--- config.mk ---
export PLATFORM = sky130hd
export DESIGN_NAME = mem_access_unit
export DESIGN_NICKNAME = d
export VERILOG_FILES = /design/src/rtl/mem_pkg.sv /design/src/rtl/mem_lane_merge.sv /design/src/rtl/mem_access_unit.sv
export SDC_FILE = /design/constraint.sdc
export NUM_CORES = 1
export LEC_CHECK = 0
export ABC_CLOCK_PERIOD_IN_PS = 2500
export CAP_MARGIN = 10
export CORE_MARGIN = 10
export CORE_UTILIZATION = 40
export DETAILED_ROUTE_END_ITERATION = 16
export MAX_ROUTING_LAYER = met4
export PLACE_DENSITY = 0.7
export SLEW_MARGIN = 20
export SYNTH_ARGS = -nofsm -noshare
export SYNTH_HDL_FRONTEND = slang
export SYNTH_SLANG_ARGS = --single-unit
--- constraint.sdc ---
create_clock -name clk -period 2.5 [get_ports clk]
set_input_delay 0.625 -clock clk [delete_from_list [all_inputs] [get_ports clk]]
set_output_delay 0.625 -clock clk [all_outputs]
set_load 0.005 [all_outputs]
--- src/rtl/mem_pkg.sv ---
// Shared definitions for the data-memory access unit: access size codes,
// controller state encoding and the alignment/legality check.
package mem_pkg;

  localparam logic [1:0] SZ_BYTE = 2'b00;
  localparam logic [1:0] SZ_HALF = 2'b01;
  localparam logic [1:0] SZ_WORD = 2'b10;

  typedef enum logic [1:0] {
    ST_IDLE = 2'd0,
    ST_RD   = 2'd1,
    ST_WR   = 2'd2,
    ST_RESP = 2'd3
  } state_t;

  // True when the size code is illegal or the byte offset is not aligned to it
  function automatic logic is_bad_access(input logic [1:0] size, input logic [1:0] offset);
    case (size)
      SZ_BYTE: return 1'b0;
      SZ_HALF: return offset[0];
      SZ_WORD: return (offset != 2'b00);
      default: return 1'b1;
    endcase
  endfunction

endpackage

--- src/rtl/mem_lane_merge.sv ---
// Little-endian byte-lane helper: merges store data into a memory word and
// extracts (with optional sign extension) a sub-word from a memory word.
module mem_lane_merge
  import mem_pkg::*;
(
  input  logic [31:0] i_word,
  input  logic [31:0] i_data,
  input  logic [1:0]  i_offset,
  input  logic [1:0]  i_size,
  input  logic        i_signed,
  output logic [31:0] o_merged,
  output logic [31:0] o_extracted
);

  logic [7:0]  w_byte;
  logic [15:0] w_half;

  // Select the addressed byte lane and halfword lane out of the word
  always_comb begin
    w_byte = i_word[7:0];
    case (i_offset)
      2'd0: w_byte = i_word[7:0];
      2'd1: w_byte = i_word[15:8];
      2'd2: w_byte = i_word[23:16];
      2'd3: w_byte = i_word[31:24];
      default: w_byte = i_word[7:0];
    endcase
    w_half = i_offset[1] ? i_word[31:16] : i_word[15:0];
  end

  // Right-justify the selected lane and zero- or sign-extend it
  always_comb begin
    o_extracted = 32'h0;
    case (i_size)
      SZ_BYTE: o_extracted = {{24{i_signed & w_byte[7]}}, w_byte};
      SZ_HALF: o_extracted = {{16{i_signed & w_half[15]}}, w_half};
      SZ_WORD: o_extracted = i_word;
      default: o_extracted = 32'h0;
    endcase
  end

  // Replace only the addressed lanes of the old word with the store data
  always_comb begin
    o_merged = i_word;
    case (i_size)
      SZ_BYTE: begin
        case (i_offset)
          2'd0: o_merged[7:0]   = i_data[7:0];
          2'd1: o_merged[15:8]  = i_data[7:0];
          2'd2: o_merged[23:16] = i_data[7:0];
          2'd3: o_merged[31:24] = i_data[7:0];
          default: o_merged = i_word;
        endcase
      end
      SZ_HALF: begin
        if (i_offset[1]) o_merged[31:16] = i_data[15:0];
        else             o_merged[15:0]  = i_data[15:0];
      end
      SZ_WORD: o_merged = i_data;
      default: o_merged = i_word;
    endcase
  end

endmodule

--- src/rtl/mem_access_unit.sv ---
// Initiator-side controller for the 1024x32 data memory. Accepts byte/half/word
// loads and stores on a valid/ready handshake, does sub-word stores as a
// read-modify-write and returns extended sub-word load data.
module mem_access_unit
  import mem_pkg::*;
#(
  parameter int ADDR_W = 10,
  parameter int DATA_W = 32
) (
  input  logic              clk,
  input  logic              rst_n,
  input  logic              req_valid,
  output logic              req_ready,
  input  logic              req_we,
  input  logic [1:0]        req_size,
  input  logic              req_signed,
  input  logic [ADDR_W+1:0] req_addr,
  input  logic [DATA_W-1:0] req_wdata,
  output logic              rsp_valid,
  output logic [DATA_W-1:0] rsp_rdata,
  output logic              rsp_err,
  output logic              mem_we,
  output logic [ADDR_W-1:0] mem_addr,
  output logic [DATA_W-1:0] mem_din,
  input  logic [DATA_W-1:0] mem_dout
);

  state_t r_state;
  state_t w_nextState;

  logic              r_we;
  logic              r_signed;
  logic [1:0]        r_size;
  logic [1:0]        r_offset;
  logic [ADDR_W-1:0] r_wordAddr;
  logic [31:0]       r_wdata;
  logic [31:0]       r_word;

  logic        w_bad;
  logic [31:0] w_laneWord;
  logic [31:0] w_merged;
  logic [31:0] w_extracted;

  assign w_bad      = is_bad_access(req_size, req_addr[1:0]);
  assign w_laneWord = (r_state == ST_RD) ? mem_dout : r_word;
  assign mem_addr   = r_wordAddr;

  mem_lane_merge u_laneMerge (
    .i_word      (w_laneWord),
    .i_data      (r_wdata),
    .i_offset    (r_offset),
    .i_size      (r_size),
    .i_signed    (r_signed),
    .o_merged    (w_merged),
    .o_extracted (w_extracted)
  );

  // State register; reset returns to IDLE at once, which also drops mem_we
  always_ff @(posedge clk or negedge rst_n) begin
    if (!rst_n) r_state <= ST_IDLE;
    else        r_state <= w_nextState;
  end

  // Next-state decode and state-decoded handshake/memory outputs
  always_comb begin
    w_nextState = r_state;
    req_ready   = 1'b0;
    rsp_valid   = 1'b0;
    mem_we      = 1'b0;
    mem_din     = '0;
    case (r_state)
      ST_IDLE: begin
        req_ready = 1'b1;
        if (req_valid) begin
          if (w_bad)                               w_nextState = ST_RESP;
          else if (req_we && req_size == SZ_WORD)  w_nextState = ST_WR;
          else                                     w_nextState = ST_RD;
        end
      end
      ST_RD:   w_nextState = r_we ? ST_WR : ST_RESP;
      ST_WR: begin
        mem_we      = 1'b1;
        mem_din     = w_merged;
        w_nextState = ST_RESP;
      end
      ST_RESP: begin
        rsp_valid   = 1'b1;
        w_nextState = ST_IDLE;
      end
      default: w_nextState = ST_IDLE;
    endcase
  end

  // Request latches, read-word capture and the response registers that hold until the next response
  always_ff @(posedge clk or negedge rst_n) begin
    if (!rst_n) begin
      r_we       <= 1'b0;
      r_signed   <= 1'b0;
      r_size     <= SZ_BYTE;
      r_offset   <= 2'b00;
      r_wordAddr <= '0;
      r_wdata    <= 32'h0;
      r_word     <= 32'h0;
      rsp_rdata  <= '0;
      rsp_err    <= 1'b0;
    end else begin
      if (r_state == ST_IDLE && req_valid) begin
        r_we       <= req_we;
        r_signed   <= req_signed;
        r_size     <= req_size;
        r_offset   <= req_addr[1:0];
        r_wordAddr <= req_addr[ADDR_W+1:2];
        r_wdata    <= req_wdata;
        if (w_bad) begin
          rsp_rdata <= '0;
          rsp_err   <= 1'b1;
        end
      end
      if (r_state == ST_RD) begin
        r_word <= mem_dout;
        if (!r_we) begin
          rsp_rdata <= w_extracted;
          rsp_err   <= 1'b0;
        end
      end
      if (r_state == ST_WR) begin
        rsp_rdata <= '0;
        rsp_err   <= 1'b0;
      end
    end
  end

endmodule

==> flow_results.org, run 1 <==
** Run status
- The run finished, with violations left.
- The checks that failed: negative setup slack.

** STA
- Setup repair after global routing could not meet its margin everywhere.
- Final worst slack :: -332 ps
- Setup violations remaining at the end of the flow were counted as 35.
- Number of pins with negative max-slew slack in the final report :: 0
- The count of endpoints failing hold in the final timing report was 0.
- Based on the critical path, the design can be clocked at up to ~350 MHz.
- In this run the tightest slew margin relative to its limit is around 63%.
- Period utilization :: 113%
- At the pin with the least slew margin, the transition time is roughly 560 ps.
- Post-layout minimum cycle time :: between 2000 and 3000 ps
- Setup TNS :: -8070 ps
- Worst setup skew after layout :: slightly below 5 ps

** Power and ir drop
- The share of total power dissipated in combinational logic is between 50% and 60%.
- The clock network burns ~17% of the power.
- Power spread over the standard cell area amounts to about 1500 mW/mm^2.
- Worst VDD drop :: 0.662 mV
- For this design the static power due to leakage is 0.00419 uW.
- Net switching is 40.8% of the power.
- Cell internal pwr :: a little under 9000 uW
- In this run the power spent charging and discharging nets is 6110 uW.
- Registers are responsible for 23.5% of the overall power.

** Cells and area
- The final layout contains about 960 nets.
- Count of fill cells added during filler insertion :: roughly 1300
- Highest-count cells in the layout ignoring fill and taps :: 125 x sky130_fd_sc_hd__clkdlybuf4s50_1, 115 x sky130_fd_sc_hd__dfrtp_1, 88 x sky130_fd_sc_hd__buf_4
- Relative to the synthesized area, the layout overhead comes to 54.3%.
- Filler-free cell count of the finished design :: ~1100
- The library cell used most frequently in the layout, excluding fill and tap cells, is sky130_fd_sc_hd__clkdlybuf4s50_1.
- Number of antenna cells inserted :: 0
- Of the cells placed in the final design, the portion with a size suffix greater than 1 is between 30 and 40%.
- Share of the core filled with cells in the final layout :: a little over three fifths

** Critical path
- Data on the critical path arrives at its endpoint at approximately 2200 ps.
- Slack of the worst reg-to-reg path :: -50 ps
- Setup crit start kind :: flop
- Peak fanout along the critical path :: 6
- Cell-by-cell trace of the critical path :: inv_2, ha_4, buf_8, buf_12, buf_6, mux2_4, inv_4, o21ai_2, o21a_1, buf_2
- Crit path buf inv count :: 6
- By startpoint and endpoint, the worst setup path is classified as flop to primary output.
- The kind of cell with the highest combined delay along the critical path is buffers and inverters.
- Standard cell with the maximum stage delay on the critical path :: sky130_fd_sc_hd__dfrtp_1
- The largest single stage delay on the critical path is approximately 400 ps.
- The worst setup path is captured at a primary output.
- CP Data Required Time :: 1880 ps

** Synthesis
- Post-synthesis sequential area ratio :: 44.4%
- Summing the areas of all fa, ha and maj instances in the mapped netlist gives less than 1% of the synthesized area.
- Yosys warning count :: 0
- The synthesized netlist devotes approximately a fifth of its cell area to compound gates.
- Summing the areas of all and, or, nand and nor instances in the mapped netlist gives about an eighth of the synthesized area.
- Net count after synthesis :: ~720
- The synthesized netlist contains 48 unique library cells.
- Total standard cell area after synthesis :: between 0.006 and 0.007 sq mm
- By area, the combinational part of the netlist is dominated by compound AO/OA/AOI/OAI gates.
- The synthesized netlist devotes 0% of its cell area to XOR and XNOR gates.
- Avg Cell Area, Syn :: 10.2 sq um
- The portion of synthesized area spent on multiplexers is between 10% and 20%.
- The most used flip-flop cell after synthesis is sky130_fd_sc_hd__dfrtp_1.
- Post-Synthesis Cells :: approximately 640
- Number of enable flip-flop cells after synthesis :: 0
- Counting flops and latches in the post-synthesis netlist gives 115.
- Share of flip-flops with an asynchronous set or reset :: 100%

** Global routing
- GRT overflow :: 0
- Via count of the first global-routing pass :: 6741
- Pin count of the biggest net entering global routing :: 71
- The first global-routing pass estimated 39900 microns of wire.
- The number of antenna violations at the first check in global routing was 0.
- For this run, the total global-route usage over all layers was measured as between 20% and 30%.

** Floorplan
- From bottom edge to top edge, the die measures approximately 150 microns.
- Core box area :: around 0.016 sq mm
- The floorplan step defined a die boundary enclosing 0.0217 sq mm.
- Effective utilization at floorplan :: 40.8%
- IO Pins :: 161
- Die Width :: 147 microns
- Row count :: 46

** Place
- RePlAce Congestion :: slightly above 0.9
- Number of port buffers :: 160
- Estimated wirelength of the detail-placed design :: between 15000 and 20000 microns
- Once placement completed, the tool counted placed cells totaling a little over 1000.

** Clocking
- Clock buffers created by TritonCTS :: 17
- Counting along the longest clock path gives a buffer depth of 2.
- CTS root buffer :: sky130_fd_sc_hd__clkbuf_16
- Clock-pin slew was measured on the worst setup and hold paths at roughly 50 ps.
- TritonCTS built the clock tree.
- The clock reaches the later pin of the worst-skew pair after around 420 ps.
- H-tree level count :: 4
- Number of clock sinks :: 115

** Detailed routing
- Number of vias per cell :: around 5.8
- After detailed routing, the total wire length is 25100 microns.
- Routed via count :: approximately 6300
- The detail route stage leaves a number of antenna-violating nets equal to 0.
- Remaining DRCs :: 0
- For this run, the detailed router's first-pass iteration total came to 5.
- DR WL/cell :: about 23 microns
- DRC marker count from the first detailed-route iteration :: 535

** Min path
- The min-delay analysis places its worst path in the category primary input to async pin.

** Flow run
- Number of max-capacitance violations reported :: 0
power by group through the flow:
stage,sequential (uW),combinational (uW),clock [uW]
finish,3520,8940,2500
global route,3600,9570,2620
CTS,3480,8750,2540
detailed placement,3420,7670,0
global placement,3380,7510,0
floorplan,3190,4110,0
routing by layer:
| layer | vias up | track usage [%] | wire length [microns] |
|---|---|---|---|
| met3 | 41 | 4.91 | 1480 |
| met1 | 3176 | 29.8 | 10600 |
| li1 | 2821 | - | - |
| met4 | 0 | 8.52 | 626 |
| met5 | - | - | 0 |
| met2 | 288 | 38.5 | 12400 |
synth_stat cells (10+ instances only):
master                     count  area (sq um)
sky130_fd_sc_hd__a311oi_2     10           150
sky130_fd_sc_hd__clkbuf_1     34           128
sky130_fd_sc_hd__nand3_1      58           290
sky130_fd_sc_hd__buf_2        12          60.1
sky130_fd_sc_hd__nor2_1       18          67.6
sky130_fd_sc_hd__mux2i_1      17           170
sky130_fd_sc_hd__nand2_1      56           210
sky130_fd_sc_hd__mux2_2       61           687
sky130_fd_sc_hd__o21ai_0      35           175
sky130_fd_sc_hd__a221oi_2     10           150
sky130_fd_sc_hd__o21a_1       10          75.1
sky130_fd_sc_hd__o211ai_1     33           248
sky130_fd_sc_hd__dfrtp_1     115          2880
sky130_fd_sc_hd__inv_1        28           105
sky130_fd_sc_hd__a21oi_1      26           130
metrics by stage:
stage / hold WS [ps] / setup WS [ps] / total power [uW] / cell area [sq um]
finish: 68.8 / -332 / 15000 / 10000
global route: 78.7 / -415 / 15800 / 10000
CTS: 58.4 / -326 / 14800 / 9960
detailed placement: 496 / -539 / 11100 / 8850
global placement: 486 / -509 / 10900 / 8850
floorplan: 329 / 49.8 / 7300 / 6480
layout make-up:
| type | count | area [sq um] | area share [%] |
|---|---|---|---|
| clock buffers | 22 | 474 | 4.74 |
| clock inverters | 10 | 130 | 1.30 |
| inverters | 29 | 116 | 1.16 |
| multi-input cells | 434 | 3650 | 36.5 |
| flip-flops and latches | 115 | 2880 | 28.8 |
| well taps | 216 | 270 | 2.70 |
| repair buffers | 271 | 2480 | 24.8 |
worst paths after layout:
kind / end / cells after the start / from
max in group asynchronous: mem_addr[9] / 2 / rst_n
max: mem_din[12] / 10 / r_state[1]
max reg2reg: rsp_rdata[19] / 9 / r_state[1]
min reg2reg: mem_addr[6] / 1 / mem_addr[6]
min: r_word[19] / 1 / rst_n
min in group clk: mem_addr[6] / 1 / mem_addr[6]
kinds of logic after synthesis:
kind of cell / after synthesis
compound gates: 170
buf+inv: 87
simple gates: 174
flops: 115
mux: 86
fa+ha+maj: 4
flip-flops by register name, indices dropped and copies added (netlist names), 2 cells and up:
register,flops
rsp_rdata,32
r_size,2
mem_addr,10
r_state,2
r_offset,2
r_word,32
r_wdata,32
timing repair:
item / 4_1_cts / 5_1_grt
setup buffers: 21 / 9
hold buffers: 0 / 0
endpoints found under the setup margin: 34 / 48
cloned: 2 / 0
resized for setup: 255 / 13
pin swaps: 39 / 13
endpoints found under the hold margin: 0 / 0
(Power assumes the default switching activity.)
==> run 2: changes to the inputs <==
==> constraint.sdc (replaced) <==
create_clock -name clk -period 2.5 [get_ports clk]
set_input_delay 0.5 -clock clk [delete_from_list [all_inputs] [get_ports clk]]
set_output_delay 0.5 -clock clk [all_outputs]
set_load 0.005 [all_outputs]
==> run 2 against run 1 <==
- largest cell class unchanged
- combinational power is 4.8% higher
- count of clock-buffer cells in the layout is 2 higher
- clock power increased by 7%
- the run still ends with negative setup slack left
- critical path depth unchanged
- sequential share of layout area down 0.53 points
- fmax up 4.4%
- design area rose by 2.0%
- worst setup slack improved by 120 ps
- highest routed layer unchanged
==> flow_results.org, run 2 (synthesis results as in run 1) <==
** Critical path
- Worst setup path class :: flop to primary output
- CP Data Required Time :: 2000 ps
- Arrival time worst endpoint :: 2210 ps
- Kind of capture point of the worst setup path :: primary output
- Cell type with the highest occurrence count on the critical path :: sky130_fd_sc_hd__buf_12
- Maximum cell stage delay along the critical path :: approximately 360 ps
- Top Family by Delay on Critical Path :: buffers and inverters
- Together, buffers and inverters on the worst path number 5.
- The signal on the critical path passes through inv_2, ha_4, buf_12, buf_12, buf_12, mux2i_4, o2bb2ai_1, nand2_1, a31oi_2, buf_2.
- Setup crit start kind :: flop
- Among all stages on the critical path, the largest delay is contributed by sky130_fd_sc_hd__dfrtp_1.
- Peak fanout along the critical path :: 5

** Place
- At the placement stage, the worst setup path has a slack of -255 ps.
- RePlAce Congestion :: 0.873
- Post-Place Cell Area :: 0.00882 sq mm
- Number of port buffers :: 160
- Estimated wirelength of the detail-placed design :: between 15000 and 20000 microns

** STA
- Post-route worst hold slack :: 62.6 ps
- At the pin with the least slew margin, the transition time is between 500 and 600 ps.
- Fmax :: approximately 370 MHz
- Worst setup skew after layout :: 5.04 ps
- The count of endpoints failing hold in the final timing report was 0.
- Number of pins with negative max-slew slack in the final report :: 0
- Number of failing setup endpoints in the final timing report :: 32
- Measured against its own limit, the worst slew margin works out to 63.4%.
- In the finished design, the share of the clock period the worst path needs comes to 108%.
- Setup repair after global routing could not meet its margin everywhere.
- Counting I/O delays and the setup requirement, the final critical path takes roughly 2700 ps.
- Final worst slack :: -211 ps

** Clocking
- The H-tree was split into 4 levels.
- Clock transition at the register clock pins on the worst setup and hold paths after CTS :: ~60 ps
- In this run, CTS created clock tree buffers numbering 17.
- Clock Path Buffers :: 2
- Buffers inserted to repair hold after CTS numbered 0.
- Clock tree synthesis selected as its root buffer the cell sky130_fd_sc_hd__clkbuf_16.
- The clock drives about 120 sinks.
- Clock tree from TritonCTS :: done
- At the later pin of the worst-skew pair, clock insertion delay measures approximately 420 ps.

** Global routing
- The first global-routing pass estimated roughly 39000 microns of wire.
- Global routing used 23.9% of the available tracks across all layers.
- Entering global routing, the biggest net connects 72 pins.
- Global routing finished with a remaining overflow of 0.
- Antenna violations before repair :: 0
- The number of global-route vias before repair was ~6600.

** Floorplan
- Measured along the y axis, the die boundary spans ~150 microns.
- Die outline area :: between 0.02 and 0.025 sq mm
- The total area inside the core boundary comes to about 0.016 sq mm.
- IO Pins :: ~160
- The floorplan step set the die width to about 150 microns.
- After floorplanning, the core was divided into 46 placement rows.
- For this configuration, the core starts out at a cell density of approximately 41%.

** Detailed routing
- Number of vias per cell :: roughly 6
- Remaining DRCs :: 0
- Dividing the detail-routed wire length by the instance count gives approximately 24 microns.
- Drt first pass iters :: 5
- In this run the remaining antenna-violating nets after routing total 0.
- For this block, the routed nets add up to roughly 26000 microns of wire.
- For this block, the via count after detailed routing is between 6000 and 7000.
- For this block, the initial DRC count from the detailed router was ~660.

** Cells and area
- Top Registers :: r_wdata: 32 flops, r_word: 32 flops, rsp_rdata: 32 flops
- In the layout the commonest cells are 126 x sky130_fd_sc_hd__clkdlybuf4s50_1, 113 x sky130_fd_sc_hd__dfrtp_1, 82 x sky130_fd_sc_hd__buf_4.
- 0 antenna diodes ended up in the layout.
- Cells with a size suffix above 1 make up between 30% and 40% of the layout.
- Relative to the synthesized area, the layout overhead comes to 57.3%.
- For this run, the post-layout net count is between 900 and 1000.
- Leaving out fill and tap cells, the most frequent cell in the layout is sky130_fd_sc_hd__clkdlybuf4s50_1.
- Final std cell area, no fill :: 0.0102 sq mm
- Share of the core filled with cells in the final layout :: between 60% and 70%

** Power and ir drop
- For this design the ratio of total power to cell area is approximately 1500 mW/mm^2.
- Total power :: ~16000 uW
- The analysis attributes to cell leakage a power of approximately 0.0042 uW.
- The worst-case IR drop observed on VDD is 0.788 mV.

** Min path
- Hold crit path type :: primary input to async pin

** Run status
- The flow ran to the end, but the final reports show violations.
- The final reports fail on negative setup slack.

** Flow run
- Number of max-capacitance violations reported :: 0
-- run 2: changes by cell type in the layout (fill, tap and decap cells not counted), sizes merged --
cell and delta:
dlygate4sd2 +1, clkinvlp -1, buf -2, bufinv +1, clkbuf +2, clkdlybuf4s50 +1
clkinv -2, dlymetal6s2s -2
-- run 2: timing repair --
item                                    in CTS  in global routing
endpoints found under the setup margin      32                 39
pin swaps                                   37                 25
gates resized for setup                    253                 37
cloned                                       3                  0
buffers inserted                            19                 12
-- run 2: report_power, final --
group / total [uW] / internal [uW] / switching, uW
sequential: 3570 / 2740 / 833
combinational: 9370 / 4700 / 4680
clock: 2670 / 1800 / 867
-- run 2: cell type report --
type / instances / area, sq um
Fill cell: 1249 / 5690
Clock inverter: 8 / 146
Clock buffer: 24 / 502
Timing Repair Buffer: 269 / 2520
Multi-Input combinational cell: 434 / 3760
Inverter: 29 / 116
Tap cell: 216 / 270
Sequential cell: 115 / 2880
-- run 2: per-layer routing --
layer  track usage, %  vias up  part of all wire, %
met5                -        -                    0
met2             37.0      328                   48
met1             29.8     3195                   42
met4             9.02        0                  2.9
li1                 -     2822                    -
met3             5.47       60                  7.0
-- run 2: per-stage QoR --
| stage | setup TNS, ps | instances |
|---|---|---|
| detailed placement | -3660 | 1034 |
| global placement | -3430 | 1034 |
| CTS | -3590 | 1088 |
| floorplan | 0 | 636 |
| global route | -6190 | 1095 |
| finish | -3710 | 1095 |
-- run 2: worst paths after layout --
check / from / endpoint / slack (ps) / cells after the start
setup / recovery: r_state[1] / mem_din[31] / -210 / 10
max in group asynchronous: rst_n / r_offset[1] / 1650 / 2
setup reg to reg: r_state[1] / rsp_rdata[1] / -20 / 11
hold / removal: rst_n / rsp_rdata[17] / 60 / 1
min in group clk: mem_addr[6] / mem_addr[6] / 510 / 1
hold reg to reg: mem_addr[6] / mem_addr[6] / 510 / 1
